## config.mk

```make
export PLATFORM = sky130hd
export DESIGN_NAME = positround_sum_es3
export DESIGN_NICKNAME = d
export VERILOG_FILES = /design/src/rtl/positround_sum_es3.sv
export SDC_FILE = /design/constraint.sdc
export NUM_CORES = 1
export LEC_CHECK = 0
export BUFFER_PORTS_ARGS = -buffer_cell sky130_fd_sc_hd__buf_2
export CAP_MARGIN = 40
export CORE_UTILIZATION = 54
export CTS_CLUSTER_SIZE = 28
export DETAILED_ROUTE_END_ITERATION = 16
export PLACE_DENSITY = 0.8
export SLEW_MARGIN = 25
export SYNTH_ARGS = -nofsm -noshare
export SYNTH_HDL_FRONTEND = slang
export SYNTH_SLANG_ARGS = --single-unit
```

## constraint.sdc

```tcl
create_clock -name clk -period 2.8 [get_ports clk]
set_input_delay 0.14 -clock clk [delete_from_list [all_inputs] [get_ports clk]]
set_output_delay 0.14 -clock clk [all_outputs]
set_load 0.01 [all_outputs]
```

## src/rtl/positround_sum_es3.sv

```systemverilog
// positround_sum_es3: round-to-nearest-even and scale saturation of the raw ES3 adder sum
module positround_sum_es3 #(
    parameter int SUM_W     = 41,
    parameter int OUT_W     = 38,
    parameter int MAX_SCALE = 240
) (
    input  logic             clk,
    input  logic             rst_n,
    input  logic             start,
    input  logic [SUM_W-1:0] in,
    input  logic             in_truncated,
    output logic [OUT_W-1:0] result,
    output logic             done,
    output logic             truncated
);
    localparam logic signed [9:0] MAX_S = 10'(MAX_SCALE);

    logic [25:0]       kept;
    logic              g, r, s, rup;
    logic              v1, v2;
    logic              s1_sgn, s1_inexact, s1_cancel, s1_inf, s1_zero, s1_trunc;
    logic signed [9:0] s1_scale;
    logic [26:0]       s1_sum;
    logic signed [9:0] sc, nscale;
    logic              hi, lo, ntrunc;
    logic [25:0]       nfrac;
    logic [OUT_W-1:0]  nres;

    assign kept = in[30:5];
    assign g    = in[4];
    assign r    = in[3];
    assign s    = in[2] | in_truncated;
    assign rup  = g & (r | s | kept[0]);
    assign done = v2;

    // Stage 1: round the kept fraction and classify the operand
    always_ff @(posedge clk) begin
        if (!rst_n) begin
            v1         <= 1'b0;
            s1_sgn     <= 1'b0;
            s1_scale   <= '0;
            s1_sum     <= '0;
            s1_inexact <= 1'b0;
            s1_cancel  <= 1'b0;
            s1_inf     <= 1'b0;
            s1_zero    <= 1'b0;
            s1_trunc   <= 1'b0;
        end else begin
            v1 <= 1'b0;
            if (start) begin
                v1         <= 1'b1;
                s1_sgn     <= in[40];
                s1_scale   <= {in[39], in[39:31]};
                s1_sum     <= {1'b0, kept} + {26'b0, rup};
                s1_inexact <= g | r | s;
                s1_cancel  <= (in[30:2] == '0) & ~in[1] & ~in[0];
                s1_inf     <= in[1];
                s1_zero    <= in[0];
                s1_trunc   <= in_truncated;
            end
        end
    end

    // Stage 2 combinational: absorb rounding carry, saturate, apply special-value priority
    always_comb begin
        sc     = s1_scale + $signed({9'b0, s1_sum[26]});
        hi     = sc > MAX_S;
        lo     = sc < -MAX_S;
        nscale = hi ? MAX_S : lo ? -MAX_S : sc;
        nfrac  = hi ? {26{1'b1}} : (lo | s1_sum[26]) ? 26'b0 : s1_sum[25:0];
        nres   = s1_inf ? OUT_W'(2) : (s1_zero | s1_cancel) ? OUT_W'(1) : {s1_sgn, nscale[8:0], nfrac, 2'b00};
        ntrunc = s1_inf ? 1'b0 : (s1_zero | s1_cancel) ? s1_trunc : s1_inexact | hi | lo;
    end

    // Stage 2 register: output holds while no result is arriving
    always_ff @(posedge clk) begin
        if (!rst_n) begin
            v2        <= 1'b0;
            result    <= '0;
            truncated <= 1'b0;
        end else begin
            v2 <= v1;
            if (v1) begin
                result    <= nres;
                truncated <= ntrunc;
            end
        end
    end
endmodule

```

======== Yosys cells after proc, flatten, opt, wreduce, memory -nomap -nowiden ========
Index checks and enable logic that the tools add are counted.
W data, S select, Z words.
operators by class
  bitwise operators ....................... 14
  add/subtract/negate cells ............... 2
  reductions and logical operators ........ 1
  mux-type cells .......................... 9
  magnitude comparators ................... 2
operators with widths
  kind                   count
  $mux W38               2
  $mux W26               2
  $logic_not A29 Y1      1
  $add A26 B1 Y27        1
  $mux W9                2
  $add A9 B2 Y10         1
  $gt A10 B9 Y1 const B  1
  $lt A10 B9 Y1 const B  1
  $or A1 B1 Y1           9
  $and A1 B1 Y1          3
  $mux W1                3
  $not A1 Y1             2
storage, ports and cells
  output and inout port bits .............. 40
  register bits after elaboration ......... 83

======== Longest topological paths before layout ========
Gate-level depths: netlist (run 1).
  depth after elaboration ................. 7
  mapped depth ............................ 8
  gate-level depth less buffers ........... 7

======== Worst setup path before layout (run 1) ========
OpenSTA, ideal clock, no wires.
  path type ............................... register to register
  from .................................... register s1_sum[26]
  to ...................................... register result[29]
  path buffers ............................ 0
  cell stages (with the launch flop) ...... 8
  library setup time ...................... 0.117 ns
  arrival ................................. 1.888 ns
  setup slack ............................. 0.794 ns
  path through ............................ dfxtp_1 ha_1 ha_1 xor2_1 nor3_1 a2111oi_4 a211oi_2 a32o_2
between the ends
  longest elaborated chain between the ends .. 6
  elaborated cells on any way between the ends .. 7
RTL lines
  item                       line  source
  start, declared            23    logic [26:0] s1_sum;
  start signal, assigned     54    s1_sum <= {1'b0, kept} + {26'b0, rup};
  $add A9 B2 Y10 (*)         66    sc = s1_scale + $signed({9'b0, s1_sum[26]});
  $lt A10 B9 Y1              68    lo = sc < -MAX_S;
  $mux W9                    69    nscale = hi ? MAX_S : lo ? -MAX_S : sc;
  $mux W9 (*)                69
  $mux W38 (*) (2 in a row)  71    nres = s1_inf ? OUT_W'(2) : (s1_zero | s1_cancel) ? OUT_W'(1) : {s1_sgn, nscale[8:0], nfrac, 2'b00};
  end signal, assigned       84    result <= nres;
  end, declared              12    output logic [OUT_W-1:0] result,
Mark *: on every way between the ends. The rest lies on a longest branch, timed or not.
A chain may end at the register's enable or synchronous reset.

======== Worst setup path in the final report (run 1) ========
  from .................................... register s1_sum[26]
  to ...................................... register result[6]
between the ends
  longest elaborated chain between the ends .. 7
  elaborated cells on any way between the ends .. 8
RTL lines
  item                       line  source
  $add A9 B2 Y10             66
  $lt A10 B9 Y1              68
  $or A1 B1 Y1               70    nfrac = hi ? {26{1'b1}} : (lo | s1_sum[26]) ? 26'b0 : s1_sum[25:0];
  $mux W26                   70
  $mux W26 (*)               70
  $mux W38 (*) (2 in a row)  71
Marks and branches as above.

==> results of run 1 <==
[registers in the layout, indices dropped and copies added, names as in the netlist]
signal	flops
s1_sgn	1
done	1
s1_inexact	1
s1_inf	1
s1_sum	27
v1	1
s1_zero	1
s1_trunc	1
s1_cancel	1
truncated	1
result	38
s1_scale	9
[cell families after synthesis]
family,synth area share
DFF,0.439
buffers and inverters,0.0459
muxes,0.0449
adders and majority gates,0.00991
AOI/OAI and AO/OA,0.188
and+or+nand+nor,0.203
xor gates and xnor gates,0.0694
[worst max path at each step]
stage	endpoint	slack [ps]	depth (start not counted)
finish	result[6]	410	8
global route	result[17]	240	8
CTS	result[8]	420	8
detailed placement	result[8]	480	8
global placement	result[25]	320	7
floorplan	result[29]	790	7
[cell usage in the layout (no fill, tap or decap), drive strengths merged, types with 5 or more instances in the layout]
master / Yosys / layout
xnor2: 18 / 18
and4: 5 / 5
nor4: 16 / 16
nand2: 40 / 40
nand3: 12 / 12
and2: 5 / 5
inv: 7 / 8
a211oi: 11 / 11
mux2i: 17 / 17
clkbuf: 14 / 12
and3: 5 / 5
nor2: 37 / 37
nor3: 8 / 8
xor2: 12 / 12
nand4: 10 / 10
a22oi: 28 / 28
buf: 10 / 90
dfxtp: 83 / 83
a21oi: 21 / 21
o21ai: 20 / 20
[metal layers]
metal | GRT usage | vias up
met3 | 0.0491 | 23
met1 | 0.328 | 1583
met2 | 0.424 | 127
met5 | 0 | -
met4 | 0.123 | 0
li1 | - | 1652
[final cells by class]
class                   count  area share
well taps                  96      0.0267
inverters                   9     0.00752
multi-input cells         295       0.435
flip-flops and latches     83       0.370
clock buffers              12      0.0368
repair buffers             90       0.108
clock inverters             3      0.0153
[power breakdown]
| part | internal [mW] | switching [mW] | total (mW) |
|---|---|---|---|
| clock network | 0.574 | 0.430 | 1.00 |
| registers | 1.23 | 0.0394 | 1.27 |
| logic | 0.105 | 0.155 | 0.261 |
| total | 1.91 | 0.625 | 2.54 |
[critical path, stage by stage (launching register included)]
cell and delay (ps):
sky130_fd_sc_hd__dfxtp_1 390, sky130_fd_sc_hd__ha_1 280, sky130_fd_sc_hd__ha_1 280, sky130_fd_sc_hd__and3_2 240, sky130_fd_sc_hd__mux2i_1 160, sky130_fd_sc_hd__a211oi_4 600, sky130_fd_sc_hd__buf_8 230, sky130_fd_sc_hd__a22oi_1 80
sky130_fd_sc_hd__nand2_1 80
[through the flow]
step	cells	setup slack (ps)	hold WS, ps
floorplan	413	794	287
global placement	572	317	374
detailed placement	573	477	383
CTS	588	417	21.4
global route	588	242	24.5
finish	588	406	20.1
==> PnR_summary.wiki, run 1 <==
{| class="wikitable"
! Metric !! Value
|-
| Clock slew seen by the registers of the worst setup and hold paths || about 80 ps
|-
| Area enclosed by the die boundary || 7350 um^2
|-
| Area grow syn2layout || 18.5%
|-
| Filler instances || 555
|-
| Global-route congestion overflow total || 0
|-
| CTS root buffer || sky130_fd_sc_hd__clkbuf_8
|-
| Yosys top cell area share || 0.439
|-
| Crit share post-route || 0.855
|-
| Std-Cell Rows || 30
|-
| Post-route design area || ~4500 um^2
|-
| Slew Viols, Final || 0
|-
| Weighted congestion reported at the end of routability-driven placement || 0.892
|-
| Synthesis Warnings || 0
|-
| Cell types occupying the most area after synthesis || sky130_fd_sc_hd__dfxtp_1 44%, sky130_fd_sc_hd__a22oi_1 5.5%, sky130_fd_sc_hd__mux2i_1 4.5%
|-
| Vias in the first global route || 3187
|-
| Worst skew pair latency || 350 ps
|-
| Max-cap violation count || 0
|-
| Via count || 3385
|-
| M1 WL || about 4 mm
|-
| IO Count || 85
|-
| Setup TNS after final layout || 0 ps
|-
| Clk_skew || 7.60 ps
|-
| Pin count of the biggest net entering global routing || 44
|-
| DR WL met2 || 4.43 mm
|-
| Half-perimeter wire length after placement || between 6 and 7 mm
|-
| Leading cell types by count after synthesis || 83 x sky130_fd_sc_hd__dfxtp_1, 40 x sky130_fd_sc_hd__nand2_1, 37 x sky130_fd_sc_hd__nor2_1, 28 x sky130_fd_sc_hd__a22oi_1, 21 x sky130_fd_sc_hd__a21oi_1
|-
| Via density per instance || 5.76
|-
| Number of detailed-routing iterations run before antenna repair || 5
|-
| Post-synthesis instance total || 413
|-
| Path type of the worst min-delay path || primary input to flip-flop
|-
| Buffers added on ports || 84
|-
| Worst path required time || 3100 ps
|-
| Number of nets in the synthesized netlist || 461
|-
| CTS hold repair buffers || 0
|-
| Run status || finished, final reports clean
|-
| Most common flop cell mapped by yosys || sky130_fd_sc_hd__dfxtp_1
|-
| Global-route usage over all layers || 0.258
|-
| Achievable clock frequency || 0.418 GHz
|-
| Clock tree from TritonCTS || yes
|-
| Worst Hold Path Cells || 3
|-
| Endpoints failing hold || 0
|-
| Horiz. Die Dim || 85.8 um
|-
| Leading cell type by number of instances after synthesis || sky130_fd_sc_hd__dfxtp_1
|-
| Placed inst area || 4260 um^2
|-
| Launch instance of the worst register-to-register path || s1_sum[26]
|-
| Worst Setup End Kind || flip-flop
|-
| Initial antenna violation count || 0
|-
| RSZ-0062 raised after global routing || no
|-
| Data arrival time at the worst-slack endpoint || 2700 ps
|-
| Reg2reg end || result[6]
|-
| Crit Path Category || flip-flop to flip-flop
|-
| Worst min-delay path endpoint || s1_scale[2]
|-
| H-Tree Depth || 3
|-
| Initial Util || 0.558
|-
| Cell area after synthesis || 3790 um^2
|-
| Cell type contributing the most total cell area after synthesis || sky130_fd_sc_hd__dfxtp_1
|-
| Count of instances resized after the clock tree is built || 0
|-
| Number of buffers created by CTS || 9
|-
| Tmin final || about 2400 ps
|-
| Worst rel slew slack || 0.511
|-
| DRC Markers || 0
|-
| Number of nets in the layout || approximately 540
|-
| Count of cells along the worst register-to-register path || 8
|-
| N_diodes || 0
|-
| Highest Signal Layer || met4
|-
| Multi-input gate area in the final layout || roughly 2000 um^2
|-
| Initial DRC count || 216
|-
| WL per Instance || 15.8 um
|-
| Met3 routed WL || ~530 um
|-
| Overall power consumption || 2.54 mW
|-
| Crit path max fanout || 16
|-
| Number of post-CTS setup repair buffers || 0
|-
| Seq. cell area || 1660 um^2
|-
| Post-detailed-routing wire length || around 9.3 mm
|-
| CTS max path bufs || 2
|-
| Number of sinks handled by clock tree synthesis || 83
|-
| Highest ir drop seen on vdd || 0.000262 V
|-
| Count of flip-flops with a built-in enable after synthesis || 0
|-
| Transition time of the tightest slew-check pin || 727 ps
|-
| CP Launch Type || flip-flop
|-
| Sequential share of the synthesized area || 0.439
|-
| Core region area || approximately 6800 um^2
|-
| FF+latch count, synth || 83
|-
| Per-instance average area after synthesis || just over 9 um^2
|-
| Async SR Flop Fraction || 0
|-
| Origin of the worst setup path || s1_sum[26]
|-
| Fraction of final layout cells with drive strength greater than 1 || 0.250
|-
| Reg-to-reg slack, setup || 410 ps
|-
| Number of distinct standard cells referenced by the synthesized netlist || 55
|-
| Share of the core filled with cells in the final layout || 0.661
|-
| Source of the worst hold timing path || in[33]
|-
| Final setup violation count || 0
|-
| Post-detailed-route count of antenna-violating nets || 0
|-
| Areal power density over the cells || 565 nW/um^2
|-
| Wire length of the first global-routing pass || 15.0 mm
|-
| Leakage power of the design || between 2 and 2.5 nW
|-
| Height of the die || 85.8 um
|}
Power figures use the tool's default switching activity.
==> run 2: changes to the inputs <==
--- a/config.mk
+++ b/config.mk
@@ -7,10 +7,11 @@
 export LEC_CHECK = 0
 export BUFFER_PORTS_ARGS = -buffer_cell sky130_fd_sc_hd__buf_2
 export CAP_MARGIN = 40
-export CORE_UTILIZATION = 54
+export CORE_UTILIZATION = 55
+export CTS_BUF_LIST = sky130_fd_sc_hd__clkbuf_8
 export CTS_CLUSTER_SIZE = 28
 export DETAILED_ROUTE_END_ITERATION = 16
-export PLACE_DENSITY = 0.8
+export PLACE_DENSITY = 0.81
 export SLEW_MARGIN = 25
 export SYNTH_ARGS = -nofsm -noshare
 export SYNTH_HDL_FRONTEND = slang
==> run 2 against run 1 <==
Effect of this change: clock power shrank 9%; utilization up 2.2 points; clock-buffer cell count shrank 3; clock skew grew 0.91 ps; critical path depth unchanged; design area fell by 1.2%.
==> PnR_summary.wiki, run 2 (synthesized netlist as in run 1, its figures left out) <==
{| class="wikitable"
! Metric !! Value
|-
| Worst rel slew slack || 0.514
|-
| Post-Layout Cell Count || 570
|-
| Weighted congestion reported at the end of routability-driven placement || 0.927
|-
| Initial antenna violation count || 0
|-
| Half-perimeter wire length after placement || 6.51 mm
|-
| IO Count || 85
|-
| Setup TNS after final layout || 0 ps
|-
| CTS root buffer || sky130_fd_sc_hd__clkbuf_8
|-
| Most flops, register || result
|-
| Cell seen most often among critical-path stages || sky130_fd_sc_hd__ha_1
|-
| Crit Path Category || flip-flop to flip-flop
|-
| Clock tree from TritonCTS || yes
|-
| RSZ-0062 raised after global routing || no
|-
| Filler instances || 543
|-
| CP bufs+invs || 1
|-
| Number of sinks handled by clock tree synthesis || 83
|-
| Area enclosed by the die boundary || 7220 um^2
|-
| Placed inst area || 4230 um^2
|-
| Multi-input gate area in the final layout || 1960 um^2
|-
| WL per Instance || roughly 16 um
|-
| Launch instance of the worst register-to-register path || s1_sum[26]
|-
| Number of placed instances, taps included || 556
|-
| N_diodes || 0
|-
| WHS || 20.2 ps
|-
| Tmin final || 2340 ps
|-
| Initial Util || 0.583
|-
| Area grow syn2layout || 17.1%
|-
| Post-detailed-routing wire length || 9.08 mm
|-
| Fraction of final layout cells with drive strength greater than 1 || 0.252
|-
| Clock slew seen by the registers of the worst setup and hold paths || 80 ps
|-
| Leakage power of the design || 1.98 nW
|-
| CTS hold repair buffers || 0
|-
| Number of flip-flops under the largest register name || 38
|-
| Number of post-CTS setup repair buffers || 0
|-
| Top cell family by delay on the critical path || compound AO/OA/AOI/OAI gates
|-
| Reg-to-reg slack, setup || 460 ps
|-
| H-Tree Depth || 3
|-
| Run status || finished, final reports clean
|-
| Worst setup endpoint || result[25]
|-
| CP Launch Type || flip-flop
|-
| Global-route usage over all layers || 0.260
|-
| Crit-path slowest cell || sky130_fd_sc_hd__a211oi_4
|-
| Post-route design area || ~4400 um^2
|-
| Wire length of the first global-routing pass || around 15 mm
|-
| Initial DRC count || ~170
|-
| Most frequent standard cell in the layout excluding fill and tap cells || sky130_fd_sc_hd__buf_2
|-
| Worst Setup End Kind || flip-flop
|-
| Via count || 3361
|-
| Pin count of the biggest net entering global routing || 34
|-
| Max incr delay on CP || between 500 and 600 ps
|-
| Number of cells on the critical path || 8
|-
| Crit path max fanout || 14
|-
| Areal power density over the cells || 551 nW/um^2
|-
| Max-cap violation count || 0
|-
| Data arrival time at the worst-slack endpoint || 2650 ps
|-
| Highest ir drop seen on vdd || around 0.00031 V
|-
| Seq. cell area || around 1700 um^2
|-
| Reg2reg end || result[25]
|-
| Std-Cell Rows || 29
|-
| Cell chain of the critical path || ha_1 > ha_1 > and4_1 > o2111a_1 > a211oi_4 > buf_6 > a22oi_1 > nand2_1
|-
| Transition time of the tightest slew-check pin || approximately 720 ps
|-
| Largest registers ranked by flip-flop count || result x38, s1_sum x27, s1_scale x9
|-
| Global-route congestion overflow total || 0
|-
| Worst path required time || 3110 ps
|-
| Share of the core filled with cells in the final layout || 0.683
|-
| Endpoints failing hold || 0
|-
| Count of instances resized after the clock tree is built || 0
|-
| Via density per instance || 5.90
|-
| Height of the die || about 85 um
|-
| Slew Viols, Final || 0
|-
| Buffers added on ports || 84
|-
| Number of nets in the layout || 538
|-
| Vias in the first global route || 3136
|-
| Horiz. Die Dim || around 85 um
|-
| Core region area || 6490 um^2
|-
| Crit share post-route || 0.837
|-
| Number of detailed-routing iterations run before antenna repair || 5
|-
| CTS max path bufs || 2
|-
| DRC Markers || 0
|-
| Path type of the worst min-delay path || primary input to flip-flop
|-
| Clk_skew || 8.50 ps
|-
| Post-detailed-route count of antenna-violating nets || 0
|-
| Worst skew pair latency || 360 ps
|-
| Achievable clock frequency || about 0.43 GHz
|-
| Final setup violation count || 0
|-
| Origin of the worst setup path || s1_sum[26]
|-
| Number of buffers created by CTS || 9
|-
| Top library cells by usage in the layout, fill and taps aside || 84 x sky130_fd_sc_hd__buf_2, 83 x sky130_fd_sc_hd__dfxtp_1, 40 x sky130_fd_sc_hd__nand2_1
|-
| Count of cells along the worst register-to-register path || 8
|}
==> run 2: cell count changes in the layout (fill, tap and decap cells not counted) <==
cell	change
sky130_fd_sc_hd__buf_12	-1
sky130_fd_sc_hd__clkinvlp_4	+2
sky130_fd_sc_hd__clkbuf_8	-3
sky130_fd_sc_hd__buf_8	-1
sky130_fd_sc_hd__buf_6	+1
sky130_fd_sc_hd__buf_4	+3
sky130_fd_sc_hd__clkinv_2	+1
sky130_fd_sc_hd__inv_6	-1
==> run 2: worst min path at each step <==
stage | start | end | slack (ps) | cells after the start
CTS | in[40] | s1_sgn | 10 | 3
finish | in[40] | s1_sgn | 20 | 3
global route | in[33] | s1_scale[2] | 30 | 3
detailed placement | in[40] | s1_sgn | 380 | 3
floorplan | in[40] | s1_sgn | 290 | 2
global placement | in[33] | s1_scale[2] | 370 | 3
==> run 2: power by group <==
group	switching, mW	internal, mW
combinational	0.153	0.106
clock	0.418	0.490
sequential	0.0402	1.23
==> run 2: final cells by class <==
type,instances,area share
inverter,9,0.00762
tap,77,0.0217
clock buffer,9,0.0279
sequential,83,0.375
timing repair buffer,92,0.109
clock inverter,5,0.0181
multi-input combinational,295,0.441
==> run 2: metal layers <==
metal / part of all wire / global-route usage / wire length (um)
met1: 0.47 / 0.357 / 4240
met2: 0.45 / 0.405 / 4050
met3: 0.069 / 0.0418 / 625
met4: 0.018 / 0.116 / 163
met5: 0 / 0 / 0
==> run 2: worst min-delay path: cells and delay by family <==
| kind | cells | cell delay, ps |
|---|---|---|
| buffers and inverters | 1 | 70 |
| and+or+nand+nor | 1 | 70 |
| muxes | 1 | 50 |
==> run 2: through the flow <==
stage / setup WS (ps) / power (mW)
after global routing: 301 / 2.53
final: 457 / 2.44
after floorplan: 794 / 1.45
after CTS: 466 / 2.45
after global placement: 360 / 1.55
after detailed placement: 469 / 1.56
